File: src/rtl/cv32e40px_fpu_op_tracker.sv
// In-order tracker of FPU ops in flight: issue queue, writeback tags, RAW hazard flags.
// Optional per-group issue counters enabled by CV32E40PX_FPU_TRACKER_PERF_EN.
package cv32e40px_fpu_pkg;
   localparam int OP_BITS        = 4;
   localparam int FP_FORMAT_BITS = 3;

   typedef enum logic [OP_BITS-1:0] {
      FMADD, FNMSUB, ADD, MUL,
      DIV, SQRT,
      SGNJ, MINMAX, CMP, CLASSIFY,
      F2F, F2I, I2F, CPKAB, CPKCD
   } operation_e;

   typedef enum logic [FP_FORMAT_BITS-1:0] {
      FP32, FP64, FP16, FP8, FP16ALT
   } fp_format_e;
endpackage

module cv32e40px_fpu_op_tracker
   import cv32e40px_fpu_pkg::*;
#(
   parameter int DEPTH      = 4,
   parameter int REG_ADDR_W = 6,
   parameter int NUM_CHECK  = 3,
   localparam int PTR_W     = $clog2(DEPTH),
   localparam int CNT_W     = PTR_W + 1
) (
   input  logic                          clk,
   input  logic                          rst_n,
   input  logic                          flush_i,
   input  logic                          issue_valid_i,
   output logic                          issue_ready_o,
   input  logic [OP_BITS-1:0]            issue_op_i,
   input  logic [FP_FORMAT_BITS-1:0]     issue_fmt_i,
   input  logic [REG_ADDR_W-1:0]         issue_rd_i,
   input  logic                          fpu_rvalid_i,
   output logic                          wb_valid_o,
   output logic [OP_BITS-1:0]            wb_op_o,
   output logic [FP_FORMAT_BITS-1:0]     wb_fmt_o,
   output logic [REG_ADDR_W-1:0]         wb_rd_o,
   input  logic [NUM_CHECK*REG_ADDR_W-1:0] check_addr_i,
   output logic [NUM_CHECK-1:0]          hazard_o,
   output logic [CNT_W-1:0]              count_o,
   output logic                          empty_o,
   output logic                          full_o,
   output logic                          err_o,
   output logic [4*32-1:0]               perf_cnt_o
);

   logic [OP_BITS-1:0]        op_q  [DEPTH];
   logic [FP_FORMAT_BITS-1:0] fmt_q [DEPTH];
   logic [REG_ADDR_W-1:0]     rd_q  [DEPTH];
   logic [DEPTH-1:0]          vld_q;

   logic [PTR_W-1:0] wr_ptr_q;
   logic [PTR_W-1:0] rd_ptr_q;
   logic [CNT_W-1:0] count_q;
   logic [CNT_W-1:0] count_d;
   logic             err_q;
   logic             accept;
   logic             retire;

   assign empty_o       = (count_q == '0);
   assign full_o        = (count_q == CNT_W'(DEPTH));
   assign count_o       = count_q;
   assign err_o         = err_q;
   assign issue_ready_o = !full_o;

   // Flush wins over both issue and completion in the same cycle.
   assign accept     = issue_valid_i & issue_ready_o & !flush_i;
   assign retire     = fpu_rvalid_i & !empty_o & !flush_i;
   assign wb_valid_o = retire;

   always_comb begin
      count_d = count_q;
      unique case ({accept, retire})
         2'b10:   count_d = count_q + CNT_W'(1);
         2'b01:   count_d = count_q - CNT_W'(1);
         default: count_d = count_q;
      endcase
   end

   always_ff @(posedge clk or negedge rst_n) begin
      if (!rst_n) begin
         for (int i = 0; i < DEPTH; i++) begin
            op_q[i]  <= '0;
            fmt_q[i] <= '0;
            rd_q[i]  <= '0;
         end
         vld_q    <= '0;
         wr_ptr_q <= '0;
         rd_ptr_q <= '0;
         count_q  <= '0;
      end else if (flush_i) begin
         vld_q    <= '0;
         wr_ptr_q <= '0;
         rd_ptr_q <= '0;
         count_q  <= '0;
      end else begin
         // Pointers differ whenever both fire, so the two vld updates never collide.
         if (retire) begin
            vld_q[rd_ptr_q] <= 1'b0;
            rd_ptr_q        <= rd_ptr_q + PTR_W'(1);
         end
         if (accept) begin
            op_q[wr_ptr_q]  <= issue_op_i;
            fmt_q[wr_ptr_q] <= issue_fmt_i;
            rd_q[wr_ptr_q]  <= issue_rd_i;
            vld_q[wr_ptr_q] <= 1'b1;
            wr_ptr_q        <= wr_ptr_q + PTR_W'(1);
         end
         count_q <= count_d;
      end
   end

   always_ff @(posedge clk or negedge rst_n) begin
      if (!rst_n) begin
         err_q <= 1'b0;
      end else if (fpu_rvalid_i & empty_o & !flush_i) begin
         err_q <= 1'b1;
      end
   end

   always_comb begin
      wb_op_o  = '0;
      wb_fmt_o = '0;
      wb_rd_o  = '0;
      if (retire) begin
         wb_op_o  = op_q[rd_ptr_q];
         wb_fmt_o = fmt_q[rd_ptr_q];
         wb_rd_o  = rd_q[rd_ptr_q];
      end
   end

   // Head stays visible to the comparators even while it retires.
   always_comb begin
      hazard_o = '0;
      for (int c = 0; c < NUM_CHECK; c++) begin
         for (int e = 0; e < DEPTH; e++) begin
            if (vld_q[e] &&
                rd_q[e] == check_addr_i[c*REG_ADDR_W +: REG_ADDR_W]) begin
               hazard_o[c] = 1'b1;
            end
         end
      end
   end

`ifdef CV32E40PX_FPU_TRACKER_PERF_EN
   logic [3:0]  grp_hit;
   logic [31:0] perf_q [4];

   always_comb begin
      grp_hit = '0;
      unique case (1'b1)
         (issue_op_i <= OP_BITS'(MUL)):
            grp_hit[0] = 1'b1;
         (issue_op_i >= OP_BITS'(DIV) &&
          issue_op_i <= OP_BITS'(SQRT)):
            grp_hit[1] = 1'b1;
         (issue_op_i >= OP_BITS'(SGNJ) &&
          issue_op_i <= OP_BITS'(CLASSIFY)):
            grp_hit[2] = 1'b1;
         (issue_op_i >= OP_BITS'(F2F) &&
          issue_op_i <= OP_BITS'(CPKCD)):
            grp_hit[3] = 1'b1;
         default: grp_hit = '0;
      endcase
   end

   always_ff @(posedge clk or negedge rst_n) begin
      if (!rst_n) begin
         for (int g = 0; g < 4; g++) perf_q[g] <= '0;
      end else begin
         for (int g = 0; g < 4; g++) begin
            if (accept && grp_hit[g]) perf_q[g] <= perf_q[g] + 32'd1;
         end
      end
   end

   assign perf_cnt_o = {perf_q[3], perf_q[2], perf_q[1], perf_q[0]};
`else
   assign perf_cnt_o = '0;
`endif

endmodule
File: config.mk
export PLATFORM = sky130hd
export DESIGN_NAME = cv32e40px_fpu_op_tracker
export DESIGN_NICKNAME = d
export VERILOG_FILES = /design/src/rtl/cv32e40px_fpu_op_tracker.sv
export SDC_FILE = /design/constraint.sdc
export NUM_CORES = 1
export LEC_CHECK = 0
export BUFFER_PORTS_ARGS = -buffer_cell sky130_fd_sc_hd__buf_2
export CORE_MARGIN = 3
export CORE_UTILIZATION = 29
export CTS_BUF_LIST = sky130_fd_sc_hd__clkbuf_16
export DETAILED_ROUTE_END_ITERATION = 6
export PLACE_DENSITY = 0.55
export SYNTH_ARGS = -nofsm -noshare
export SYNTH_HDL_FRONTEND = slang
export SYNTH_SLANG_ARGS = --single-unit
export TNS_END_PERCENT = 50
File: constraint.sdc
create_clock -name clk -period 6 [get_ports clk]
set_input_delay 0.6 -clock clk [delete_from_list [all_inputs] [get_ports clk]]
set_output_delay 0.6 -clock clk [all_outputs]
set_load 0.01 [all_outputs]
==> results.ini <==
[status]
status=completed

[die]
die_area_mm2=0.0192
coreArea_mm2=0.0169
die_x_um=139
boundaryPins=188
num_rows=47
die_h_um=139
start_util_pct=30.2

[logic_synthesis]
synthArstFlopShare_pct=100
ys_ff_latch=64
yosysSeqAreaShare_pct=31.4
synth_top_family_by_area=buffers and inverters
synth_warnings=0
ys_types=37
syn_area_mm2=0.00510
synth_edf_count=0
synth_xor_area_share_pct=13.1
synth.area.mux_share_pct=20.6
synth-main-ff-cell=dfrtp_1
synthSimpleGateAreaFrac_pct=8.17
synth-adder-area-share_pct=2.36
syn_inst=461
syn_area_per_cell_um2=11.1
synth_compound_area_share_pct=2.43

[critical_path]
cp.required_ns=5.40
critPathMaxFanout=17
r2r_start=count_o[0]$_DFFE_PN0P_
cp_top_family=flip-flops
crit_path_end_kind=output pin
critPathSlowestCell=dfrtp_1
crit_chain=mux4_2 > and3_1 > buf_2
arrival_ns=2.31
ff2ff_path_depth=9
cpPeakStageDelay_ns=1.04
ff2ff_setup_slack_ns=3.62
r2r_end=count_o[2]$_DFFE_PN0P_
critPathKind=flop to output pin
cp-start-kind=flop
path_buf_inv=1

[flow_run]
cap_violations=0

[finish]
nets=554
n_antenna_cell=0
layout-drive-gt1-share_pct=29.0
stdcell_area_mm2=0.00536
syn_to_final_growth_pct=5.11

[timing]
max_slew.worst_pin.slew_ns=1.06
slew_viol_final=0
max-slew-margin-rel_pct=29.5
hold_viol=0
clock_skew_ns=0.00477
holdWs_ns=0.446
finalSetupViolCount=0
setup_slack_ns=3.09
fmax_mhz=343
setup_tns_ns=0
finalCriticalPeriod_ns=2.91
grt_setup_unrepaired=false
period_share_pct=48.5

[clock_network]
cts_resized=0
clock-sinks=64
clk_pin_slew_ns=0.05
cts_setup_buffers=0
hold_buffers=0
cts_buffers=9
cts-root-buf=clkbuf_16
htreeDepth=3
clockBufferDepth=2
insertion_delay_ns=0.32
cts_tree=yes

[power]
leakage_nw=2.72
powerDensity_mw_per_mm2=388
total_power_mw=2.08
pwr-share-clk_pct=23.7
power_frac_seq_pct=40.4
p_sw_share_pct=34.7
p_switching_mw=0.722
irDropWorstVdd_v=0.000183
p_comb_share_pct=35.9
intPower_mw=1.36

[detailed_routing]
route.detailed.drc=0
dr.pass1.iters=4
initialDrtViolationCount=89
wl_um=12100
viasPerCell=4.24
antenna_left=0
route.vias.total=3110
wire_per_inst_um=16.5

[global_routing]
grt_pass1_wl_um=18900
antenna_found_initial=1
grt_max_degree=65
track_usage_pct=12.4
grt_pass1_vias=3183
globalRouteOverflowTotal=0

[placed_design]
place.gp.congestion=0.901
io_buffer_count=59
placed_area_mm2=0.00508
dp_hpwl_um=9140
dp_worst_setup_slack_ns=3.37

[worst_hold_path]
holdCritPathClass=input port to async pin

-- cell type report --
cell class                      count  area [um2]
Inverter                            9        33.8
Multi-Input combinational cell    364        2860
Clock buffer                        9         225
Tap cell                          220         275
Fill cell                        1694       11500
Timing Repair Buffer               61         310
Sequential cell                    64        1600
Clock inverter                      7        55.1
-- placed cells by master (no fill, tap or decap), types with 2 or more instances in the layout --
cell type	count
conb_1	128
dfrtp_1	64
buf_2	59
xnor2_1	40
mux2_4	40
xor2_1	36
and3_1	14
mux4_2	13
mux2_2	13
nand4_1	12
nor4_1	12
inv_1	9
clkbuf_16	9
ha_1	8
nand2_1	7
o21ai_0	6
nor2_1	5
a32o_1	4
nand2_4	4
or4_1	3
inv_2	2
nor3_1	2
and2_1	2
nand3_1	2
a21oi_1	2
a31o_2	2
a31oi_1	2
clkinv_1	2
clkinv_2	2
buf_4	2
-- cells by family (layout without fill, tap and decap cells) --
group / Yosys count / in the layout
muxes: 67 / 67
other: 1 / 128
AOI/OAI and AO/OA: 18 / 18
buffers and inverters: 160 / 86
DFF: 64 / 64
and+or+nand+nor: 66 / 66
adders and majority gates: 9 / 9
xor gates and xnor gates: 76 / 76
-- cells in the mapped netlist (all sizes together) (2+ instances only) --
cell type | n | area (um2)
buf | 138 | 1030
dfrtp | 64 | 1600
mux2 | 53 | 747
xnor2 | 40 | 350
xor2 | 36 | 315
and3 | 14 | 87.6
clkbuf | 13 | 48.8
mux4 | 13 | 293
nand4 | 12 | 75.1
nor4 | 12 | 75.1
nand2 | 11 | 71.3
inv | 9 | 33.8
ha | 8 | 100
o21ai | 6 | 30.0
nor2 | 5 | 18.8
a32o | 4 | 40.0
nor3 | 3 | 26.3
or4 | 3 | 22.5
a21oi | 2 | 10.0
a31o | 2 | 17.5
a31oi | 2 | 12.5
and2 | 2 | 12.5
nand3 | 2 | 10.0
-- how the worst max path moves through the flow --
stage	slack (ns)	end	startpoint	depth (start not counted)
after floorplan	3.50	count_o[2]$_DFFE_PN0P_	count_o[0]$_DFFE_PN0P_	10
after detailed placement	3.37	wb_rd_o[0]	rd_ptr_q[0]$_DFFE_PN0P_	3
after global placement	3.42	wb_rd_o[0]	rd_ptr_q[0]$_DFFE_PN0P_	3
final	3.09	wb_rd_o[0]	rd_ptr_q[0]$_DFFE_PN0P_	3
after CTS	3.01	wb_rd_o[0]	rd_ptr_q[0]$_DFFE_PN0P_	3
after global routing	2.87	wb_rd_o[0]	rd_ptr_q[0]$_DFFE_PN0P_	3
-- registers in the layout, indices dropped and copies added, names as in the netlist --
signal / flops
fmt_q: 12
rd_q: 24
err_o: 1
wr_ptr_q: 2
rd_ptr_q: 2
vld_q: 4
count_o: 3
op_q: 16
-- layer usage --
metal	wire (um)	global-route usage, %	vias up
met5	9	0	-
met4	157	3.59	2
met3	584	2.48	15
met2	6080	21.2	137
met1	5290	16.0	1549
li1	-	-	1407
-- power by group through the flow --
stage               clock [mW]  combinational (mW)  sequential (mW)
floorplan                    0               0.709            0.732
global placement             0               0.723            0.839
detailed placement           0               0.749            0.843
CTS                      0.506               0.753            0.838
global route             0.529               0.815            0.870
finish                   0.493               0.747            0.840
-- per-stage QoR --
step                util [%]  instances
floorplan                  -        588
global placement        30.1        718
detailed placement      30.1        718
CTS                     31.7        734
global route            31.7        734
finish                  31.7        734
(Power assumes the default switching activity.)
